### config.mk
export PLATFORM = sky130hd
export DESIGN_NAME = xm_mem_responder
export DESIGN_NICKNAME = d
export VERILOG_FILES = /design/src/rtl/xm_mem_responder.sv
export SDC_FILE = /design/constraint.sdc
export NUM_CORES = 1
export LEC_CHECK = 0
export BUFFER_PORTS_ARGS = -buffer_cell sky130_fd_sc_hd__buf_2
export CORE_ASPECT_RATIO = 2
export CORE_MARGIN = 1.5
export CORE_UTILIZATION = 48
export DETAILED_ROUTE_END_ITERATION = 7
export PLACE_DENSITY = 0.76
export SYNTH_ARGS = -nofsm -noshare
export SYNTH_HDL_FRONTEND = slang
export SYNTH_SLANG_ARGS = --single-unit
### constraint.sdc
create_clock -name clk_i -period 2 [get_ports clk_i]
set_clock_uncertainty 0.15 [all_clocks]
set_input_delay 0.2 -clock clk_i [delete_from_list [all_inputs] [get_ports clk_i]]
set_output_delay 0.2 -clock clk_i [all_outputs]
set_load 0.1 [all_outputs]
### src/rtl/xm_mem_responder.sv
// ---------------------------------------------------------------------------
// xm_mem_responder
//
// Memory-side responder for the XM multi-cycle CPU. It accepts one request
// at a time from the control plane, runs a single-port synchronous SRAM
// access with WAIT_STATES extra cycles, steers byte lanes little-endian and
// returns registered read data to the datapath.
//
// Handshake (control plane <-> responder):
//   The controller raises memEn_i together with memRW_i/byteOp_i/addr_i/
//   wrData_i and keeps them stable while memBusy_o is high. memBusy_o
//   follows memEn_i combinationally in IDLE, so busy is visible in the
//   request cycle itself. The request is accepted at the first rising edge
//   where memEn_i is high in IDLE. memBusy_o stays high through ACCESS and
//   falls in DONE, where rdData_o is already valid for reads; memEn_i is
//   ignored in DONE and the controller drops it (or issues the next
//   request) in the cycle after.
//
// Ports:
//   clk_i        clock, rising edge
//   arst_i       asynchronous reset, active-high
//   memEn_i      request strobe
//   memRW_i      0 = read, 1 = write
//   byteOp_i     1 = byte access, 0 = word access
//   addr_i       byte address
//   wrData_i     write data (byte writes use [7:0])
//   rdData_o     registered read data
//   memBusy_o    high while a request is in service
//   alignErr_o   one-cycle pulse in DONE for a word access to an odd address
//   sramCe_o     SRAM chip enable
//   sramWe_o     SRAM write enable
//   sramBe_o     SRAM byte enables, [0] low lane, [1] high lane
//   sramAddr_o   SRAM word address
//   sramWdata_o  SRAM write data
//   sramRdata_i  SRAM read data, valid during the last ACCESS cycle
//   dbgState_o   current FSM state (IDLE=0, ACCESS=1, DONE=2)
// ---------------------------------------------------------------------------
module xm_mem_responder #(
    parameter int WORD        = 16,
    parameter int ADDR_W      = 15,
    parameter int WAIT_STATES = 1
) (
    input  logic              clk_i,
    input  logic              arst_i,
    input  logic              memEn_i,
    input  logic              memRW_i,
    input  logic              byteOp_i,
    input  logic [WORD-1:0]   addr_i,
    input  logic [WORD-1:0]   wrData_i,
    output logic [WORD-1:0]   rdData_o,
    output logic              memBusy_o,
    output logic              alignErr_o,
    output logic              sramCe_o,
    output logic              sramWe_o,
    output logic [1:0]        sramBe_o,
    output logic [ADDR_W-1:0] sramAddr_o,
    output logic [WORD-1:0]   sramWdata_o,
    input  logic [WORD-1:0]   sramRdata_i,
    output logic [1:0]        dbgState_o
);

    typedef enum logic [1:0] {
        IDLE   = 2'd0,
        ACCESS = 2'd1,
        DONE   = 2'd2
    } state_t;

    localparam logic [3:0] WAIT_INIT = 4'(WAIT_STATES);

    state_t          state;
    state_t          stateNext;
    logic [3:0]      waitCnt;
    logic [3:0]      waitCntNext;

    // Request captured at acceptance; the controller may change its
    // inputs freely once the access is under way.
    logic            reqRW;
    logic            reqByte;
    logic [WORD-1:0] reqAddr;
    logic [WORD-1:0] reqWdata;

    logic            accept;
    logic            lastAccess;
    logic [WORD-1:0] rdSteered;

    // -----------------------------------------------------------------------
    // State, counter, request latch and read-data register
    // -----------------------------------------------------------------------
    always_ff @(posedge clk_i or posedge arst_i) begin
        if (arst_i) begin
            state    <= IDLE;
            waitCnt  <= '0;
            reqRW    <= 1'b0;
            reqByte  <= 1'b0;
            reqAddr  <= '0;
            reqWdata <= '0;
            rdData_o <= '0;
        end else begin
            state   <= stateNext;
            waitCnt <= waitCntNext;
            if (accept) begin
                reqRW    <= memRW_i;
                reqByte  <= byteOp_i;
                reqAddr  <= addr_i;
                reqWdata <= wrData_i;
            end
            // Writes leave the last read value in place.
            if (lastAccess && !reqRW) begin
                rdData_o <= rdSteered;
            end
        end
    end

    // Byte reads return the addressed lane zero-extended; sign extension
    // is the datapath's job.
    always_comb begin
        rdSteered = sramRdata_i;
        if (reqByte) begin
            rdSteered = {8'h00, (reqAddr[0] ? sramRdata_i[15:8] : sramRdata_i[7:0])};
        end
    end

    // -----------------------------------------------------------------------
    // Next state and outputs
    // -----------------------------------------------------------------------
    always_comb begin
        stateNext   = state;
        waitCntNext = waitCnt;
        accept      = 1'b0;
        lastAccess  = 1'b0;
        memBusy_o   = 1'b0;
        alignErr_o  = 1'b0;
        sramCe_o    = 1'b0;
        sramWe_o    = 1'b0;
        sramBe_o    = 2'b00;
        sramAddr_o  = '0;
        sramWdata_o = '0;

        case (state)
            IDLE: begin
                memBusy_o = memEn_i;
                if (memEn_i) begin
                    accept      = 1'b1;
                    waitCntNext = WAIT_INIT;
                    stateNext   = ACCESS;
                end
            end

            ACCESS: begin
                memBusy_o  = 1'b1;
                sramCe_o   = 1'b1;
                sramWe_o   = reqRW;
                // addr[0] is dropped, so a misaligned word hits the
                // aligned word that contains it.
                sramAddr_o = reqAddr[ADDR_W:1];
                if (reqByte) begin
                    sramBe_o    = reqAddr[0] ? 2'b10 : 2'b01;
                    sramWdata_o = {reqWdata[7:0], reqWdata[7:0]};
                end else begin
                    sramBe_o    = 2'b11;
                    sramWdata_o = reqWdata;
                end
                if (waitCnt == 4'd0) begin
                    lastAccess = 1'b1;
                    stateNext  = DONE;
                end else begin
                    waitCntNext = waitCnt - 4'd1;
                end
            end

            DONE: begin
                // memEn_i is deliberately not looked at here.
                alignErr_o = !reqByte && reqAddr[0];
                stateNext  = IDLE;
            end

            default: begin
                stateNext = IDLE;
            end
        endcase
    end

    assign dbgState_o = state;

endmodule

==> results of run 1 <==
state kept, by name (all words and copies together), names as in the netlist:
name,flops
rdData_o,16
reqAddr,16
waitCnt,4
reqByte,1
reqRW,1
dbgState_o,2
reqWdata,16
layout make-up:
type / count / area (sq um) / share of cell area (%)
Inverter: 7 / 31.3 / 0.712
Clock inverter: 2 / 10.0 / 0.228
Tap cell: 60 / 75.1 / 1.71
Clock buffer: 6 / 82.6 / 1.88
Multi-Input combinational cell: 133 / 1350 / 30.8
Timing Repair Buffer: 152 / 1440 / 32.8
Sequential cell: 56 / 1400 / 31.9
metrics by stage:
stage	instances	instance area (sq um)	setup WS (ps)	setup TNS [ps]
floorplan	206	2860	-88.5	-443
global placement	369	3880	162	0
detailed placement	369	3880	46.6	0
CTS	412	4330	16.8	0
global route	416	4390	-18.8	-82.8
finish	416	4390	37.1	0
placed cells by master (no fill, tap or decap), types with 2 or more instances in the layout:
cell,n
sky130_fd_sc_hd__and2_4,13
sky130_fd_sc_hd__dlygate4sd3_1,35
sky130_fd_sc_hd__nand2_1,4
sky130_fd_sc_hd__nor3_1,2
sky130_fd_sc_hd__mux2_2,49
sky130_fd_sc_hd__a21oi_1,2
sky130_fd_sc_hd__mux2_4,10
sky130_fd_sc_hd__o21ai_0,2
sky130_fd_sc_hd__nor2_4,8
sky130_fd_sc_hd__clkbuf_8,6
sky130_fd_sc_hd__dfrtp_1,54
sky130_fd_sc_hd__nor2b_1,9
sky130_fd_sc_hd__buf_12,31
sky130_fd_sc_hd__buf_2,75
sky130_fd_sc_hd__inv_1,5
sky130_fd_sc_hd__mux2i_1,8
sky130_fd_sc_hd__buf_4,5
sky130_fd_sc_hd__clkinv_2,2
sky130_fd_sc_hd__clkbuf_4,4
sky130_fd_sc_hd__ha_1,2
sky130_fd_sc_hd__dfrtp_2,2
sky130_fd_sc_hd__and2_2,11
sky130_fd_sc_hd__a21oi_4,2
routing by layer:
metal	wire length (um)	part of all wire, %	up-vias
met5	0	0	-
met4	263	3.7	0
met1	2460	35	1062
met2	3940	56	84
li1	-	-	1000
met3	363	5.2	20
worst min-delay path, delay by kind of cell:
family / cells / cell delay [ps]
buffers and inverters: 1 / 70
multiplexers: 2 / 260
worst paths after layout:
| check | start | endpoint | slack [ps] |
|---|---|---|---|
| worst max-delay path | dbgState_o[1] | sramAddr_o[8] | 40 |
| worst min-delay path | sramRdata_i[3] | rdData_o[3] | 90 |
| worst max register to register | waitCnt[0] | rdData_o[1] | 160 |
| worst min register to register | rdData_o[12] | rdData_o[12] | 360 |
| max in group asynchronous | arst_i | dbgState_o[1] | 830 |
| min in group asynchronous | arst_i | reqWdata[4] | 310 |
cell families after synthesis:
group	after synthesis	synth area share, %
compound gates	9	2.05
fa+ha+maj	2	0.930
buf+inv	17	3.26
flops	56	52.1
mux	67	29.1
simple gates	55	12.6
timing repair:
| item | in CTS | in global routing |
|---|---|---|
| hold buffers | 35 | 0 |
| resized for setup | 2 | 6 |
| endpoints found under the hold margin | 52 | 0 |
| buffers inserted | 0 | 4 |
| cloned | 0 | 0 |
| setup endpoints to repair | 24 | 44 |
| pin swaps | 0 | 1 |
==> results.sh, run 1 <==
export IMPL_status="finished, final reports clean"
export IMPL_synthesis_area_sq_mm=0.00269
export IMPL_path_cells="nand2b_4 -> clkinv_4 -> and2_4 -> buf_2"
export IMPL_maxClockFrequency_ghz=0.509
export IMPL_final_hold_viol_count=0
export IMPL_final_core_util_pct=81.1
export IMPL_crit_path_top_delay_cell="sky130_fd_sc_hd__dfrtp_2"
export IMPL_clk_latency_ps=310
export IMPL_top_level_ports=108
export IMPL_seq_area_frac_synth_pct=52.1
export IMPL_worst_hold_slack_ps=86.3
export IMPL_grt_antenna_before_repair=0
export IMPL_area_share_of_the_largest_cell_type_after_synthesis_pct=52.1
export IMPL_yosys_warnings=0
export IMPL_final_replace_weighted_congestion=0.772
export IMPL_setup_viol=0
export IMPL_grt_use_met2_pct=43.5
export IMPL_antenna_cells_inserted=0
export IMPL_critical_path_max_stage_delay_ps=460
export IMPL_count_of_antenna_violating_nets_left_after_detailed_routing=0
export IMPL_end_kind="primary output"
export IMPL_path_clk_slew_ps=100
export IMPL_worst_hold_path_type="primary input to flop"
export IMPL_final_max_slew_violation_count=0
export IMPL_post_synthesis_cell_count=206
export IMPL_grt_util_met1_pct=24.9
export IMPL_gr_total_overflow=0
export IMPL_firstDrtPassIters=4
export IMPL_critical_path_startpoint_type="flop"
export IMPL_place_hpwl_um=4610
export IMPL_layout_cells_sized_above_1_pct=63.8
export IMPL_critical_path_data_required_time_ps=1650
export IMPL_slew_headroom_pct=67.1
export IMPL_vias=2166
export IMPL_drt_first_iter_violations=54
export IMPL_worstRegToRegCells=6
export IMPL_first_global_vias=2311
export IMPL_fin_nets=410
export IMPL_crit_type="flop to primary output"
export IMPL_critical_path_cell_count=4
export IMPL_timing_critical_path_buf_inv=2
export IMPL_worstMarginPinSlew_ps=498
export IMPL_final_min_clock_period_ps=1960
export IMPL_root_buffer="sky130_fd_sc_hd__clkbuf_8"
export IMPL_tritoncts="yes"
export IMPL_ys_flop_type="sky130_fd_sc_hd__dfrtp_1"
export IMPL_synth_area_per_cell_sq_um=13.1
export IMPL_cts_htree_levels=2
export IMPL_route_detailed_drc=0
export IMPL_tritoncts_num_sinks=56
export IMPL_routed_wl_um=7030
export IMPL_ys_async_sr_fraction_pct=100
export IMPL_clockBufferDepth=2
export IMPL_synthesis_nets=261
export IMPL_grt_start_max_net_pins=39
export IMPL_met3_usage_pct=5.58
export IMPL_synth_cell_type_count=26
export IMPL_synth_enable_flop_cells=0
export IMPL_start_util_pct=49.6
export IMPL_core_rows=38
export IMPL_cts_made_buffers=5
export IMPL_drt_wirelength_per_cell_um=16.9
export IMPL_area_growth_synth_to_final_pct=63.3
export IMPL_cell_taking_the_most_area_after_synthesis="sky130_fd_sc_hd__dfrtp_1"
export IMPL_synth_top_cells_by_area="sky130_fd_sc_hd__dfrtp_1, sky130_fd_sc_hd__mux2_2, sky130_fd_sc_hd__and2_1"
export IMPL_hold_depth=3
export IMPL_avgViaCountPerCell=5.21
export IMPL_grt_busiest_layer="met2"
export IMPL_cap_viol_max_count=0
export IMPL_fp_coreArea_sq_mm=0.00542
export IMPL_largest_driver_fanout_on_the_critical_path=12
export IMPL_grt_pass1_wl_um=11000
export IMPL_finalCritPeriodShare_pct=98.1
export IMPL_fp_dieH_um=109
export IMPL_ys_seq_elements=56
export IMPL_chipWidth_um=55.9
export IMPL_cpLargestDelayFamily="buffers and inverters"
export IMPL_grt_use_total_pct=23.6
export IMPL_synth_commonest_cells="sky130_fd_sc_hd__dfrtp_1, sky130_fd_sc_hd__mux2_2, sky130_fd_sc_hd__and2_1, sky130_fd_sc_hd__mux2_4"
export IMPL_numPortBuffers=107
export IMPL_num_fill_cells=316
export IMPL_post_synth_top_count_cell="sky130_fd_sc_hd__dfrtp_1"
export IMPL_critical_path_arrival_ps=1610
export IMPL_dieArea_sq_mm=0.00609
Power of run 1 is left out: the tool's default activity adds up to more than one toggle a clock period on the data nets, which glitch-free logic cannot reach.
==> inputs of run 2 (changes only) <==
- CORE_UTILIZATION: 48 -> 40
- PLACE_DENSITY: 0.76 -> 0.65
==> results.sh, run 2 (synthesis results as in run 1) <==
export IMPL_cap_viol_max_count=0
export IMPL_clk_latency_ps=290
export IMPL_route_met3_wl_um=280
export IMPL_largest_driver_fanout_on_the_critical_path=5
export IMPL_grt_start_max_net_pins=37
export IMPL_grt_antenna_before_repair=0
export IMPL_critical_path_data_required_time_ps=1650
export IMPL_maxClockFrequency_ghz=0.536
export IMPL_vias=2059
export IMPL_top_level_ports=108
export IMPL_grt_pass1_wl_um=9890
export IMPL_layout_cells_sized_above_1_pct=63.2
export IMPL_first_global_vias=2138
export IMPL_dieArea_sq_mm=0.00726
export IMPL_hold_depth=2
export IMPL_critical_path_cell_count=4
export IMPL_finalCritPeriodShare_pct=93.3
export IMPL_fp_coreArea_sq_mm=0.00657
export IMPL_drt_wirelength_per_cell_um=14.1
export IMPL_path_clk_slew_ps=70
export IMPL_final_hold_viol_count=0
export IMPL_worstRegToRegCells=6
export IMPL_route_top_layer_used="met4"
export IMPL_critical_path_max_stage_delay_ps=410
export IMPL_final_min_clock_period_ps=1870
export IMPL_worst_hold_slack_ps=4.06
export IMPL_layout_cells_most_common_list="sky130_fd_sc_hd__buf_2, sky130_fd_sc_hd__dfrtp_1, sky130_fd_sc_hd__mux2_2, sky130_fd_sc_hd__dlygate4sd3_1, sky130_fd_sc_hd__clkbuf_4"
export IMPL_tritoncts_num_sinks=56
export IMPL_grt_use_total_pct=18.3
export IMPL_drt_first_iter_violations=41
export IMPL_firstDrtPassIters=3
export IMPL_setup_viol=0
export IMPL_antenna_cells_inserted=0
export IMPL_tritoncts="yes"
export IMPL_path_cells="buf_4 -> o21bai_1 -> inv_1 -> buf_2"
export IMPL_status="finished, final reports clean"
export IMPL_slew_headroom_pct=67.0
export IMPL_worstMarginPinSlew_ps=499
export IMPL_fp_dieH_um=119
export IMPL_final_core_util_pct=64.9
export IMPL_critical_path_startpoint_type="flop"
export IMPL_root_buffer="sky130_fd_sc_hd__clkbuf_16"
export IMPL_crit_type="flop to primary output"
export IMPL_timing_critical_path_buf_inv=3
export IMPL_avgViaCountPerCell=4.69
export IMPL_largest_registers="rdData_o: 16 flops, reqAddr: 16 flops, reqWdata: 16 flops"
export IMPL_end_kind="primary output"
export IMPL_gr_total_overflow=0
export IMPL_final_replace_weighted_congestion=0.789
export IMPL_met1_length_um=2320
export IMPL_chipWidth_um=61.0
export IMPL_count_of_antenna_violating_nets_left_after_detailed_routing=0
export IMPL_grt_setup_unrepaired="false"
export IMPL_start_util_pct=41.0
export IMPL_worst_hold_path_type="primary input to flop"
export IMPL_cpLargestDelayFamily="buffers and inverters"
export IMPL_num_fill_cells=485
export IMPL_stdcell_area_sq_mm=0.00427
export IMPL_clockBufferDepth=2
export IMPL_route_detailed_drc=0
export IMPL_fin_nets=406
export IMPL_layout_commonest_cell="sky130_fd_sc_hd__buf_2"
export IMPL_core_rows=42
export IMPL_route_met2_wl_um=3460
export IMPL_critical_path_arrival_ps=1520
export IMPL_area_growth_synth_to_final_pct=58.6
export IMPL_cts_made_buffers=5
export IMPL_final_max_slew_violation_count=0
export IMPL_postPlaceCellArea_sq_mm=0.00368
export IMPL_routed_wl_um=6190
export IMPL_place_hpwl_um=4290
export IMPL_crit_path_top_delay_cell="sky130_fd_sc_hd__buf_2"
export IMPL_numPortBuffers=107
export IMPL_cts_htree_levels=2
## run 2: final timing paths
kind / from / endpoint / slack, ps
setup / recovery: dbgState_o[1] / memBusy_o / 130
hold / removal: addr_i[1] / reqAddr[1] / 4
setup reg to reg: waitCnt[0] / rdData_o[4] / 150
hold reg to reg: reqAddr[6] / reqAddr[6] / 350
max in group asynchronous: arst_i / reqWdata[4] / 730
min in group asynchronous: arst_i / reqAddr[15] / 320
## run 2: final cells by class
class | instances | area [sq um] | area share [%]
sequential | 56 | 1400 | 32.9
multi-input combinational | 133 | 1350 | 31.7
timing repair buffer | 148 | 1210 | 28.3
clock buffer | 6 | 129 | 3.02
tap | 88 | 110 | 2.58
inverter | 7 | 33.8 | 0.792
clock inverter | 1 | 30.0 | 0.704
## run 2: stage by stage
stage	TNS [ps]	setup WS (ps)	instances
3_5_place_dp	0	32.3	397
5_1_grt	0	49.4	439
4_1_cts	0	2.97	438
2_1_floorplan	-443	-88.5	206
6_report	0	135	439
3_3_place_gp	0	55.7	397
## run 2: routing by layer
layer  track usage (%)  up-vias
li1                  -      988
met1              19.4      995
met2              33.3       68
met3              4.34        8
met4              6.66        0
met5                 0        -
## run 2: timing repair
item / in CTS / in global routing
setup buffers: 0 / 1
pin swaps: 0 / 1
setup endpoints to repair: 25 / 40
resized for setup: 2 / 25
hold buffers: 34 / 0
hold endpoints to repair: 52 / 0
Power of run 2 is left out for the same reason.
==> inputs of run 3 (changes only) <==
- BUFFER_PORTS_ARGS: -buffer_cell sky130_fd_sc_hd__buf_2 -> not set
- DONT_BUFFER_PORTS: not set -> 1
- PLACE_DENSITY: 0.65 -> 0.51
==> results.sh, run 3 (synthesis results as in run 1) <==
export IMPL_final_min_clock_period_ps=1930
export IMPL_fp_dieH_um=119
export IMPL_chipWidth_um=61.0
export IMPL_final_max_slew_violation_count=0
export IMPL_final_replace_weighted_congestion=0.695
export IMPL_start_util_pct=41.0
export IMPL_worstMarginPinSlew_ps=619
export IMPL_maxClockFrequency_ghz=0.519
export IMPL_layout_cells_sized_above_1_pct=53.0
export IMPL_worst_hold_path_type="primary input to flop"
export IMPL_route_detailed_drc=0
export IMPL_critical_path_arrival_ps=1580
export IMPL_grt_start_max_net_pins=31
export IMPL_cpLargestDelayFamily="flip-flops"
export IMPL_path_cells="nand2b_4 -> buf_4 -> nor2_4 -> buf_12"
export IMPL_area_growth_synth_to_final_pct=46.0
export IMPL_clockBufferDepth=2
export IMPL_critical_path_max_stage_delay_ps=450
export IMPL_grt_antenna_before_repair=0
export IMPL_tritoncts_num_sinks=56
export IMPL_gr_total_overflow=0
export IMPL_avgViaCountPerCell=5.08
export IMPL_setup_viol=0
export IMPL_slew_headroom_pct=58.7
export IMPL_grt_pass1_wl_um=10100
export IMPL_critical_path_startpoint_type="flop"
export IMPL_grt_use_total_pct=18.7
export IMPL_cts_htree_levels=2
export IMPL_clk_latency_ps=290
export IMPL_totalNegativeSetupSlack_ps=0
export IMPL_num_fill_cells=539
export IMPL_root_buffer="sky130_fd_sc_hd__clkbuf_16"
export IMPL_final_hold_viol_count=0
export IMPL_firstDrtPassIters=4
export IMPL_layout_commonest_cell="sky130_fd_sc_hd__dfrtp_1"
export IMPL_grt_setup_unrepaired="false"
export IMPL_crit_type="flop to primary output"
export IMPL_status="finished, final reports clean"
export IMPL_largest_registers="rdData_o: 16 flops, reqAddr: 16 flops, reqWdata: 16 flops"
export IMPL_place_hpwl_um=4610
export IMPL_numPortBuffers=0
export IMPL_finalCritPeriodShare_pct=96.4
export IMPL_tritoncts="yes"
export IMPL_fp_coreArea_sq_mm=0.00657
export IMPL_fin_nets=333
export IMPL_cap_viol_max_count=0
export IMPL_core_rows=42
export IMPL_routed_wl_um=6330
export IMPL_vias=1865
export IMPL_path_clk_slew_ps=70
export IMPL_dieArea_sq_mm=0.00726
export IMPL_top_level_ports=108
export IMPL_final_core_util_pct=59.8
export IMPL_end_kind="primary output"
export IMPL_count_of_antenna_violating_nets_left_after_detailed_routing=0
export IMPL_crit_path_top_delay_cell="sky130_fd_sc_hd__dfrtp_2"
export IMPL_layout_cells_most_common_list="sky130_fd_sc_hd__dfrtp_1, sky130_fd_sc_hd__mux2_2, sky130_fd_sc_hd__dlygate4sd3_1, sky130_fd_sc_hd__buf_4, sky130_fd_sc_hd__and2_4"
export IMPL_multi_input_area_sq_mm=0.00136
export IMPL_antenna_cells_inserted=0
export IMPL_drt_first_iter_violations=22
export IMPL_timing_critical_path_buf_inv=2
export IMPL_seqCellArea_sq_mm=0.00140
export IMPL_critical_path_data_required_time_ps=1650
export IMPL_first_global_vias=2068
export IMPL_cts_made_buffers=5
export IMPL_drt_wirelength_per_cell_um=17.3
export IMPL_largest_driver_fanout_on_the_critical_path=8
-- run 3: changes by cell type in the layout (fill, tap and decap cells not counted), sizes merged --
cell         before  now
dlygate4sd3      34   35
bufinv            1    0
buf              91   40
clkinv            0    1
clkbuf           29    8
inv               7    6
-- run 3: metrics by stage --
stage          cell area, sq um  setup WS, ps  hold slack, ps  instances
6_report                   3930          72.0            28.6        367
3_5_place_dp               3390          -116            48.7        323
4_1_cts                    3900          22.6            23.4        366
3_3_place_gp               3390         -12.2            24.8        323
5_1_grt                    3930          9.51            24.8        367
2_1_floorplan              2860         -88.5             167        206
-- run 3: worst paths after layout --
check	slack [ps]	endpoint	startpoint	depth (start not counted)
max reg2reg	110	rdData_o[2]	waitCnt[0]	6
max	70	sramWdata_o[13]	dbgState_o[1]	4
max in group asynchronous	810	reqAddr[11]	arst_i	3
min in group asynchronous	310	rdData_o[13]	arst_i	2
min reg2reg	360	reqWdata[12]	reqWdata[12]	1
min	30	rdData_o[14]	sramRdata_i[14]	2
-- run 3: cell type report --
| type | instances | area share [%] |
|---|---|---|
| clock buffer | 8 | 3.73 |
| multi-input combinational | 133 | 34.7 |
| tap | 88 | 2.80 |
| inverter | 7 | 0.988 |
| sequential | 56 | 35.7 |
| timing repair buffer | 75 | 22.1 |
-- run 3: worst register-to-register path, delay by kind of cell (launching register included) --
family | cells | cell delay, ps
AND/OR/NAND/NOR | 2 | 430
flip-flops | 1 | 410
multiplexers | 1 | 310
buffers and inverters | 2 | 270
adder cells (fa/ha/maj) | 1 | 200
-- run 3: per-layer routing --
layer  part of all wire [%]  up-vias  global-route usage (%)
met5                      0        -                       0
met4                    2.3        0                    7.74
met1                     34      938                    18.4
met3                    6.0       11                    4.02
li1                       -      841                       -
met2                     58       75                    34.9
-- run 3: repair_timing --
item                                    in CTS  in global routing
gates resized for setup                     10                  1
pin swaps                                    0                  1
hold buffers                                35                  0
buffers inserted                             0                  1
endpoints found under the hold margin       60                  0
endpoints found under the setup margin      41                 17
Power of run 3 is left out for the same reason.
